`src/rtl/fifo_uart_tx.sv`:
```
// FIFO-fed UART transmitter: pops one word per frame and sends START, data LSB first, optional even parity, STOP.
// Define FIFO_UART_TX_PARITY_EN to compile in the PARITY state.
module fifo_uart_tx #(
  parameter int unsigned data_width   = 8,
  parameter int unsigned clks_per_bit = 16
) (
  input  logic                  clk,
  input  logic                  rst,
  input  logic                  tx_en,
  input  logic                  rempty,
  input  logic [data_width-1:0] r_data,
  output logic                  r_inc,
  output logic                  tx_out,
  output logic                  busy
);

  localparam int unsigned CW = $clog2(clks_per_bit);
  localparam int unsigned IW = $clog2(data_width);

  typedef enum logic [2:0] {
    S_IDLE  = 3'd0,
    S_START = 3'd1,
    S_DATA  = 3'd2,
    S_STOP  = 3'd3
`ifdef FIFO_UART_TX_PARITY_EN
    , S_PARITY = 3'd4
`endif
  } state_t;

  state_t                r_state;
  state_t                w_state_nxt;
  logic [CW-1:0]         r_baud_cnt;
  logic [CW-1:0]         w_baud_nxt;
  logic [IW-1:0]         r_bit_idx;
  logic [IW-1:0]         w_idx_nxt;
  logic [data_width-1:0] r_shift;
  logic [data_width-1:0] w_shift_nxt;
  logic                  r_tx_out;
  logic                  w_tx_nxt;
  logic                  r_busy;
  logic                  w_busy_nxt;
  logic                  w_baud_last;
  logic                  w_bit_last;
  logic                  w_pop;

`ifdef FIFO_UART_TX_PARITY_EN
  logic r_parity;
  logic w_par_nxt;

  function automatic logic even_parity(input logic [data_width-1:0] d);
    return ^d;
  endfunction
`endif

  assign w_baud_last = (r_baud_cnt == CW'(clks_per_bit - 1));
  assign w_bit_last  = (r_bit_idx == IW'(data_width - 1));
  // A pop is only allowed from IDLE or the final STOP cycle, and never while reset is held.
  assign w_pop  = !rst && tx_en && !rempty &&
                  ((r_state == S_IDLE) || ((r_state == S_STOP) && w_baud_last));
  assign r_inc  = w_pop;
  assign tx_out = r_tx_out;
  assign busy   = r_busy;

  // Next-state, counter, shift-register and line-level computation.
  always_comb begin
    w_state_nxt = r_state;
    w_baud_nxt  = r_baud_cnt;
    w_idx_nxt   = r_bit_idx;
    w_shift_nxt = r_shift;
    w_tx_nxt    = r_tx_out;
`ifdef FIFO_UART_TX_PARITY_EN
    w_par_nxt   = r_parity;
`endif
    if (w_pop) begin
      w_state_nxt = S_START;
      w_baud_nxt  = CW'(0);
      w_shift_nxt = r_data;
      w_tx_nxt    = 1'b0;
`ifdef FIFO_UART_TX_PARITY_EN
      w_par_nxt   = even_parity(r_data);
`endif
    end else begin
      case (r_state)
        S_IDLE: begin
          w_tx_nxt   = 1'b1;
          w_baud_nxt = CW'(0);
        end
        S_START: begin
          if (w_baud_last) begin
            w_state_nxt = S_DATA;
            w_baud_nxt  = CW'(0);
            w_idx_nxt   = IW'(0);
            w_tx_nxt    = r_shift[0];
          end else begin
            w_baud_nxt = r_baud_cnt + CW'(1);
          end
        end
        S_DATA: begin
          if (w_baud_last) begin
            w_baud_nxt = CW'(0);
            if (w_bit_last) begin
`ifdef FIFO_UART_TX_PARITY_EN
              w_state_nxt = S_PARITY;
              w_tx_nxt    = r_parity;
`else
              w_state_nxt = S_STOP;
              w_tx_nxt    = 1'b1;
`endif
            end else begin
              w_idx_nxt   = r_bit_idx + IW'(1);
              w_shift_nxt = r_shift >> 1;
              w_tx_nxt    = r_shift[1];
            end
          end else begin
            w_baud_nxt = r_baud_cnt + CW'(1);
          end
        end
`ifdef FIFO_UART_TX_PARITY_EN
        S_PARITY: begin
          if (w_baud_last) begin
            w_state_nxt = S_STOP;
            w_baud_nxt  = CW'(0);
            w_tx_nxt    = 1'b1;
          end else begin
            w_baud_nxt = r_baud_cnt + CW'(1);
          end
        end
`endif
        S_STOP: begin
          // Reaching here on the last cycle means no pop: fall back to IDLE.
          if (w_baud_last) begin
            w_state_nxt = S_IDLE;
            w_baud_nxt  = CW'(0);
            w_tx_nxt    = 1'b1;
          end else begin
            w_baud_nxt = r_baud_cnt + CW'(1);
          end
        end
        default: begin
          w_state_nxt = S_IDLE;
          w_baud_nxt  = CW'(0);
          w_tx_nxt    = 1'b1;
        end
      endcase
    end
    w_busy_nxt = (w_state_nxt != S_IDLE);
  end

  // State and output registers.
  always_ff @(posedge clk or posedge rst) begin
    if (rst) begin
      r_state    <= S_IDLE;
      r_baud_cnt <= CW'(0);
      r_bit_idx  <= IW'(0);
      r_shift    <= {data_width{1'b0}};
      r_tx_out   <= 1'b1;
      r_busy     <= 1'b0;
`ifdef FIFO_UART_TX_PARITY_EN
      r_parity   <= 1'b0;
`endif
    end else begin
      r_state    <= w_state_nxt;
      r_baud_cnt <= w_baud_nxt;
      r_bit_idx  <= w_idx_nxt;
      r_shift    <= w_shift_nxt;
      r_tx_out   <= w_tx_nxt;
      r_busy     <= w_busy_nxt;
`ifdef FIFO_UART_TX_PARITY_EN
      r_parity   <= w_par_nxt;
`endif
    end
  end

endmodule

```
`config.mk`:
```
export PLATFORM = sky130hd
export DESIGN_NAME = fifo_uart_tx
export DESIGN_NICKNAME = d
export VERILOG_FILES = /design/src/rtl/fifo_uart_tx.sv
export SDC_FILE = /design/constraint.sdc
export NUM_CORES = 1
export LEC_CHECK = 0
export BUFFER_PORTS_ARGS = -buffer_cell sky130_fd_sc_hd__buf_2
export CORE_MARGIN = 2
export CORE_UTILIZATION = 25
export CTS_BUF_LIST = sky130_fd_sc_hd__clkbuf_8
export CTS_CLUSTER_SIZE = 8
export DETAILED_ROUTE_END_ITERATION = 10
export GPL_TIMING_DRIVEN = 0
export PLACE_DENSITY = 0.5
export SLEW_MARGIN = 20
export SYNTH_ARGS = -nofsm -noshare
export SYNTH_HDL_FRONTEND = slang
export SYNTH_SLANG_ARGS = --single-unit
```
`constraint.sdc`:
```
create_clock -name clk -period 1.75 [get_ports clk]
set_input_delay 0 -clock clk [delete_from_list [all_inputs] [get_ports clk]]
set_output_delay 0 -clock clk [all_outputs]
set_load 0.01 [all_outputs]
```
==> out/summary.txt, run 1 <==
row count: 24
most common cell after layout, fill and taps aside: dfrtp_1
required time worst endpoint: 1.90 ns
sequential share of the synthesized area: 0.4557
Slew Viols, Final: 0
slew margin rel.: 0.4977
reg2reg end: r_shift[6]$_DFFE_PP0P_
Post-synth ARST share: 1.000
power per cell area: 732.0 nW/um^2
Min-Delay Endpoint: r_state[0]$_DFF_PP0_
Ports: 15
post-synth cell types: 31
Placeable Area: 4294 um^2
Setup CP Type: reg2reg
clock buffer count from CTS: 3
CTS tree: built
r2r worst-path depth: 4
Hold Path Origin: rempty
Min-Delay Path Class: in2reg
Clock Sinks: 20
final wirelength: 2040 um
WL/cell: 11.46 um
clock root cell: clkbuf_8
total grt overflow: 0
worst-path maximum fanout: 8
RSZ-0062 raised after global routing: yes
Max Fclk: 510.4 MHz
clock skew: 0.004566 ns
most frequent cells in the layout: dfrtp_1, mux2_4, buf_2
WHS: 0.1218 ns
post-DP HPWL: 1372 um
Die Ht: 70.37 um
total iterations of the first detailed-routing run: 4
post-detailed-route count of antenna-violating nets: 0
clk slew on worst S/H paths: 0.07 ns
Die ar.: 4951 um^2
r2r setup slk: -0.21 ns
H-tree depth: 1
layout cell share with drive strength beyond 1: 0.4444
Ys Warns: 0
CTS Buffer Depth: 2
peak supply drop: 277.9 uV
minimum clock period: 1.959 ns
first-pass GRT wire length: 3567 um
largest net degree at the start of global routing: 21
share of the synthesized area in the top cell type: 0.4318
vias in the first global route: 775
Synth area leader: dfrtp_1
run status: complete, but fails checks
post-synthesis register bit count: 20
Syn Nets: 108
Leak: 0.7242 nW
via count: 762
Vias/cell: 4.281
Worst Setup SP: r_state[2]$_DFF_PP0_
EDFF count, synth: 0
Critical Path AT: 2.11 ns
Fin. Hold Viols: 0
final setup fails: 7
initial antenna violation count: 0
GP Congestion: 0.7516
Die X-Extent: 70.37 um
Reg2Reg Launch Point: r_state[2]$_DFF_PP0_
synth top area cells: dfrtp_1, mux2_4, mux2i_1, ha_1, nor2_1
diode count: 0
Initial Utilization: 0.2564
Post-Syn Instances: 93
Final WS setup: -0.2093 ns
startpoint types: register
Synth Cell Area: 1101 um^2
period utilization: 1.120
synthesis-to-finish area growth: 32.95%
I/O Buffers: 14
hold depth: 4
DRT iter0 DRCs: 23
Global Route Usage Sum: 0.09206
Worst-Skew Late Latency: 0.26 ns
Total Power: 0.001072 W
syn avg cell area: 11.84 um^2
Slew @ Worst Pin: 0.7526 ns
failing checks: setup timing
nets: 142
Max Cap Viol: 0
Critical Path End Type: register
drc violations: 0
Main synth FF type: dfrtp_1
power breakdown:
group          switching [W]  internal [W]
Combinational      0.0000553      0.000136
Clock               0.000146      0.000200
Sequential         0.0000258      0.000509
Total               0.000227      0.000844
metal layers:
metal / global-route usage / wire length [um] / vias up / part of all wire
met5: 0 / 0 / - / 0
met4: 0.06410 / 62 / 0 / 0.030
met3: 0.01299 / 77 / 4 / 0.038
met2: 0.1415 / 941 / 16 / 0.46
met1: 0.1180 / 957 / 361 / 0.47
li1: - / - / 381 / -
flip-flops by register name, indices dropped and copies added (netlist names):
register    flops
r_shift         8
r_baud_cnt      4
r_bit_idx       3
r_state         3
busy            1
tx_out          1
through the flow:
stage | area [um^2] | TNS [ns] | instances | setup slack [ns] | utilization
after floorplan | 1101 | -1.465 | 93 | -0.2033 | -
after global placement | 1236 | -2.197 | 159 | -0.2884 | 0.2879
after detailed placement | 1236 | -2.242 | 159 | -0.2992 | 0.2879
after CTS | 1434 | -1.756 | 176 | -0.2579 | 0.3339
after global routing | 1464 | -1.825 | 178 | -0.2606 | 0.3409
final | 1464 | -1.427 | 178 | -0.2093 | 0.3409
critical path, stage by stage, from the launching register on:
cell,delay (ns)
dfrtp_1,0.39
or3b_4,0.40
or3_4,0.48
mux2_4,0.33
mux2_4,0.25
cells by family after synthesis:
kind of cell,share of synthesized area
simple gates,0.1557
flops,0.4557
mux,0.2375
buf+inv,0.05113
compound gates,0.03864
fa+ha+maj,0.03409
xor+xnor,0.02387
other cells,0.003406
cell type report:
cell class                      instances  area [um^2]
Buffer                                  2        16.27
Clock buffer                            4        55.05
Fill cell                             424         2830
Inverter                                5        18.77
Multi-Input combinational cell         64        579.3
Sequential cell                        20        503.0
Tap cell                               52        65.06
Timing Repair Buffer                   31        226.5
how the worst max path moves through the flow:
stage          slack [ns]                     end  depth (start not counted)
2_1_floorplan       -0.20  r_shift[0]$_DFFE_PP0P_                          6
3_3_place_gp        -0.29  r_shift[5]$_DFFE_PP0P_                          6
3_5_place_dp        -0.30  r_shift[6]$_DFFE_PP0P_                          6
4_1_cts             -0.26  r_shift[6]$_DFFE_PP0P_                          6
5_1_grt             -0.26  r_shift[6]$_DFFE_PP0P_                          4
6_report            -0.21  r_shift[6]$_DFFE_PP0P_                          4
cells in the mapped netlist (2+ instances only):
| cell type | n |
|---|---|
| inv_1 | 5 |
| nand3_1 | 2 |
| and2b_2 | 2 |
| buf_6 | 3 |
| or2_2 | 2 |
| nor3b_1 | 2 |
| xor2_1 | 2 |
| mux2i_1 | 4 |
| and3_1 | 2 |
| nand2b_1 | 2 |
| o21ai_0 | 3 |
| dfrtp_1 | 19 |
| nand2_1 | 4 |
| nor2_1 | 9 |
| mux2_4 | 14 |
| ha_1 | 3 |
repair_timing:
action	CTS	global route
resized for setup	6	6
hold buffers	9	0
buffers inserted	4	4
pin swaps	2	2
setup endpoints to repair	11	10
endpoints found under the hold margin	27	0
Note: power is estimated with default switching activity, not from simulation.
==> run 2: changes to the inputs <==
--- a/config.mk
+++ b/config.mk
@@ -6,7 +6,6 @@
 export NUM_CORES = 1
 export LEC_CHECK = 0
 export BUFFER_PORTS_ARGS = -buffer_cell sky130_fd_sc_hd__buf_2
-export CORE_MARGIN = 2
 export CORE_UTILIZATION = 25
 export CTS_BUF_LIST = sky130_fd_sc_hd__clkbuf_8
 export CTS_CLUSTER_SIZE = 8
==> out/summary.txt, run 2 (synthesis gave the netlist of run 1 again) <==
final wirelength: 2118 um
Die Ht: 68.37 um
biggest regs: r_shift (8), r_baud_cnt (4)
total iterations of the first detailed-routing run: 4
diode count: 0
run status: complete, but fails checks
power per cell area: 711.1 nW/um^2
nets: 142
I/O Buffers: 14
post-detailed-route count of antenna-violating nets: 0
row count: 23
Placeable Area: 4115 um^2
placed insts: 157
Slew @ Worst Pin: 0.7851 ns
Final WS setup: -0.2534 ns
initial antenna violation count: 0
total grt overflow: 0
Vias/cell: 4.386
most common cell after layout, fill and taps aside: dfrtp_1
vias in the first global route: 744
first-pass GRT wire length: 3450 um
minimum clock period: 2.003 ns
Die X-Extent: 68.37 um
period utilization: 1.145
via count: 772
layout cell share with drive strength beyond 1: 0.4206
worst-path maximum fanout: 8
Clock Sinks: 20
WL/cell: 12.03 um
Die ar.: 4674 um^2
RSZ-0062 raised after global routing: yes
Critical Path End Type: register
clock skew: 0.004840 ns
failing checks: setup timing
most frequent cells in the layout: dfrtp_1, buf_2, mux2_4
DP Area: 1234 um^2
slew margin rel.: 0.4760
Fin. Hold Viols: 0
final setup fails: 7
Util after Layout: 0.3500
Slew Viols, Final: 0
synthesis-to-finish area growth: 30.80%
Min-Delay Path Class: in2reg
fin cells: 176
DRT iter0 DRCs: 38
Leak: 0.7232 nW
WHS: 0.1186 ns
GP Congestion: 0.7361
Global Route Usage Sum: 0.1003
clock root cell: clkbuf_8
Max Cap Viol: 0
Ports: 15
Setup CP Type: reg2reg
required time worst endpoint: 1.89 ns
startpoint types: register
max FFs per register: 8
fin area: 1440 um^2
Critical Path AT: 2.14 ns
post-DP HPWL: 1401 um
peak supply drop: 265.9 uV
largest net degree at the start of global routing: 21
Max Fclk: 499.2 MHz
clock buffer count from CTS: 3
Setup TNS: -1.746 ns
Reg with most FFs: r_shift
drc violations: 0
Worst-Skew Late Latency: 0.25 ns
Initial Utilization: 0.2676
clk slew on worst S/H paths: 0.07 ns
CTS tree: built
CTS Buffer Depth: 2
H-tree depth: 1
[run 2: cell count changes in the layout (fill, tap and decap cells not counted), sizes merged]
| cell | previous run | this run |
|---|---|---|
| inv | 5 | 6 |
| clkbuf | 5 | 4 |
[run 2: final cells by class]
class                           count  area, um^2
Multi-Input combinational cell     64       576.8
Tap cell                           50       62.56
Buffer                              2       16.27
Fill cell                         409        2675
Timing Repair Buffer               31       217.7
Inverter                            5       18.77
Sequential cell                    20       503.0
Clock inverter                      1       3.754
Clock buffer                        3       41.29
[run 2: final timing paths]
path	depth (start not counted)	from	slack, ns	endpoint
worst min register to register	1	r_baud_cnt[0]$_DFF_PP0_	0.50	r_baud_cnt[0]$_DFF_PP0_
worst min-delay path	4	rempty	0.12	r_state[0]$_DFF_PP0_
min in group asynchronous	3	rst	0.45	busy$_DFF_PP0_
max in group asynchronous	3	rst	0.76	r_state[0]$_DFF_PP0_
worst max register to register	4	r_state[2]$_DFF_PP0_	-0.25	r_shift[1]$_DFFE_PP0P_
worst max-delay path	4	r_state[2]$_DFF_PP0_	-0.25	r_shift[1]$_DFFE_PP0P_
[run 2: power breakdown]
part	leakage, nW	internal, W	total (W)	switching [W]
clock	0.0269	0.000156	0.000297	0.000142
combinational	0.442	0.000135	0.000190	0.0000546
sequential	0.255	0.000509	0.000537	0.0000284
total	0.723	0.000799	0.00102	0.000225
[run 2: critical path, stage by stage, from the launching register on]
cell	delay, ns
dfrtp_1	0.41
or3b_4	0.41
or3_4	0.49
mux2_4	0.33
mux2_4	0.25
[run 2: what timing repair did]
item                                   in CTS  in global routing
hold buffers                                9                  0
cloned                                      0                  0
endpoints found under the hold margin      27                  0
setup buffers                               4                  4
pin swaps                                   3                  2
resized for setup                           8                  2
setup endpoints to repair                  10                 11
[run 2: per-stage QoR]
stage	worst slack [ns]	power (W)
3_5_place_dp	-0.3025	0.0007152
3_3_place_gp	-0.3092	0.0007084
5_1_grt	-0.2814	0.001081
6_report	-0.2534	0.001024
2_1_floorplan	-0.2033	0.0006759
4_1_cts	-0.2680	0.001050
[run 2: per-layer routing]
layer | up-vias | share of wire | track usage
met2 | 11 | 0.45 | 0.1446
met5 | - | 0 | 0
li1 | 383 | - | -
met1 | 376 | 0.52 | 0.1449
met3 | 2 | 0.019 | 0.01500
met4 | 0 | 0.014 | 0.04688
==> run 3: changes to the inputs <==
--- a/config.mk
+++ b/config.mk
@@ -12,6 +12,7 @@
 export DETAILED_ROUTE_END_ITERATION = 10
 export GPL_TIMING_DRIVEN = 0
 export PLACE_DENSITY = 0.5
+export RECOVER_POWER = 50
 export SLEW_MARGIN = 20
 export SYNTH_ARGS = -nofsm -noshare
 export SYNTH_HDL_FRONTEND = slang
==> out/summary.txt, run 3 (synthesis gave the netlist of run 1 again) <==
run status: complete, but fails checks
failing checks: setup timing
WL/cell: 12.02 um
Worst-Skew Late Latency: 0.25 ns
Die ar.: 4674 um^2
Max Cap Viol: 0
Slew @ Worst Pin: 0.7860 ns
Fin. Hold Viols: 0
H-tree depth: 1
first-pass GRT wire length: 3450 um
RSZ-0062 raised after global routing: yes
Max Fclk: 498.9 MHz
post-DP HPWL: 1401 um
slew margin rel.: 0.4754
most frequent cells in the layout: dfrtp_1, mux2_4, buf_2
power per cell area: 712.9 nW/um^2
vias in the first global route: 744
row count: 23
Ports: 15
Setup TNS: -1.752 ns
GP Congestion: 0.7361
CTS tree: built
diode count: 0
nets: 142
Die Ht: 68.37 um
clock root cell: clkbuf_8
Vias/cell: 4.381
Global Route Usage Sum: 0.1003
I/O Buffers: 14
Setup CP Type: reg2reg
Slew Viols, Final: 0
Initial Utilization: 0.2676
total iterations of the first detailed-routing run: 4
worst-path maximum fanout: 8
startpoint types: register
largest net degree at the start of global routing: 21
layout cell share with drive strength beyond 1: 0.3968
max incr delay on CP: 0.49 ns
Util after Layout: 0.3490
Min-Delay Path Class: in2reg
required time worst endpoint: 1.89 ns
WHS: 0.1181 ns
Total Power: 0.001024 W
max FFs per register: 8
synthesis-to-finish area growth: 30.45%
biggest regs: r_shift (8), r_baud_cnt (4)
Critical Path AT: 2.14 ns
minimum clock period: 2.004 ns
initial antenna violation count: 0
Placeable Area: 4115 um^2
Reg with most FFs: r_shift
Critical Path End Type: register
footprint of the multi-input gates: 576.8 um^2
post-detailed-route count of antenna-violating nets: 0
most common cell after layout, fill and taps aside: dfrtp_1
Clock Sinks: 20
clock buffer count from CTS: 3
critical path, cell by cell: or3b_4 > or3_4 > mux2_4 > mux2_4
final wirelength: 2116 um
via count: 771
CTS Buffer Depth: 2
clk slew on worst S/H paths: 0.07 ns
Register Area: 503.0 um^2
total grt overflow: 0
period utilization: 1.145
final setup fails: 7
Leak: 0.7151 nW
Final WS setup: -0.2543 ns
drc violations: 0
Setup WS pre-CTS: -0.3025 ns
most frequent CP cell: mux2_4
Slowest-stage cell, CP: or3_4
Die X-Extent: 68.37 um
clock skew: 0.005245 ns
DRT iter0 DRCs: 38
peak supply drop: 265.8 uV
Layout fillers: 411
## run 3: per-layer routing
layer	vias up	share of wire	GRT usage	wire, um
li1	384	-	-	-
met1	375	0.51	0.1449	1089
met2	10	0.45	0.1446	961
met3	2	0.017	0.01500	35
met4	0	0.014	0.04688	29
met5	-	0	0	0
## run 3: repair_timing
item / 4_1_cts / 5_1_grt
pin swaps: 3 / 2
endpoints found under the setup margin: 10 / 11
hold buffers: 9 / 0
hold endpoints to repair: 27 / 0
gates cloned: 0 / 0
resized for setup: 8 / 2
setup buffers: 4 / 4
## run 3: layout make-up
type                       count  area share
multi-input combinational     64      0.4016
sequential                    20      0.3502
timing repair buffer          31      0.1490
tap                           50     0.04355
clock buffer                   3     0.02875
inverter                       5     0.01307
buffer                         2     0.01132
clock inverter                 1    0.002613
## run 3: critical path, delay by kind of cell, from the launching register on
kind	cells	cell delay (ns)
DFF	1	0.41
muxes	2	0.58
and+or+nand+nor	2	0.90
## run 3: path summary, 6_finish.rpt
kind                                              start                 endpoint  slack, ns  cells after the start
worst max-delay path               r_state[2]$_DFF_PP0_   r_shift[1]$_DFFE_PP0P_      -0.25                      4
worst min-delay path                             rempty     r_state[0]$_DFF_PP0_       0.12                      4
worst max register to register     r_state[2]$_DFF_PP0_   r_shift[1]$_DFFE_PP0P_      -0.25                      4
worst min register to register  r_baud_cnt[0]$_DFF_PP0_  r_baud_cnt[0]$_DFF_PP0_       0.50                      1
max in group asynchronous                           rst     r_state[0]$_DFF_PP0_       0.77                      3
min in group asynchronous                           rst           busy$_DFF_PP0_       0.44                      3
## run 3: per-stage QoR
stage	instance area, um^2	instances
global route	1436	176
finish	1436	176
detailed placement	1234	157
floorplan	1101	93
global placement	1234	157
CTS	1421	173
## run 3: where the power goes
part	total (W)	switching, W	internal (W)
combinational	0.000189	0.0000546	0.000134
sequential	0.000537	0.0000285	0.000509
clock	0.000298	0.000142	0.000156
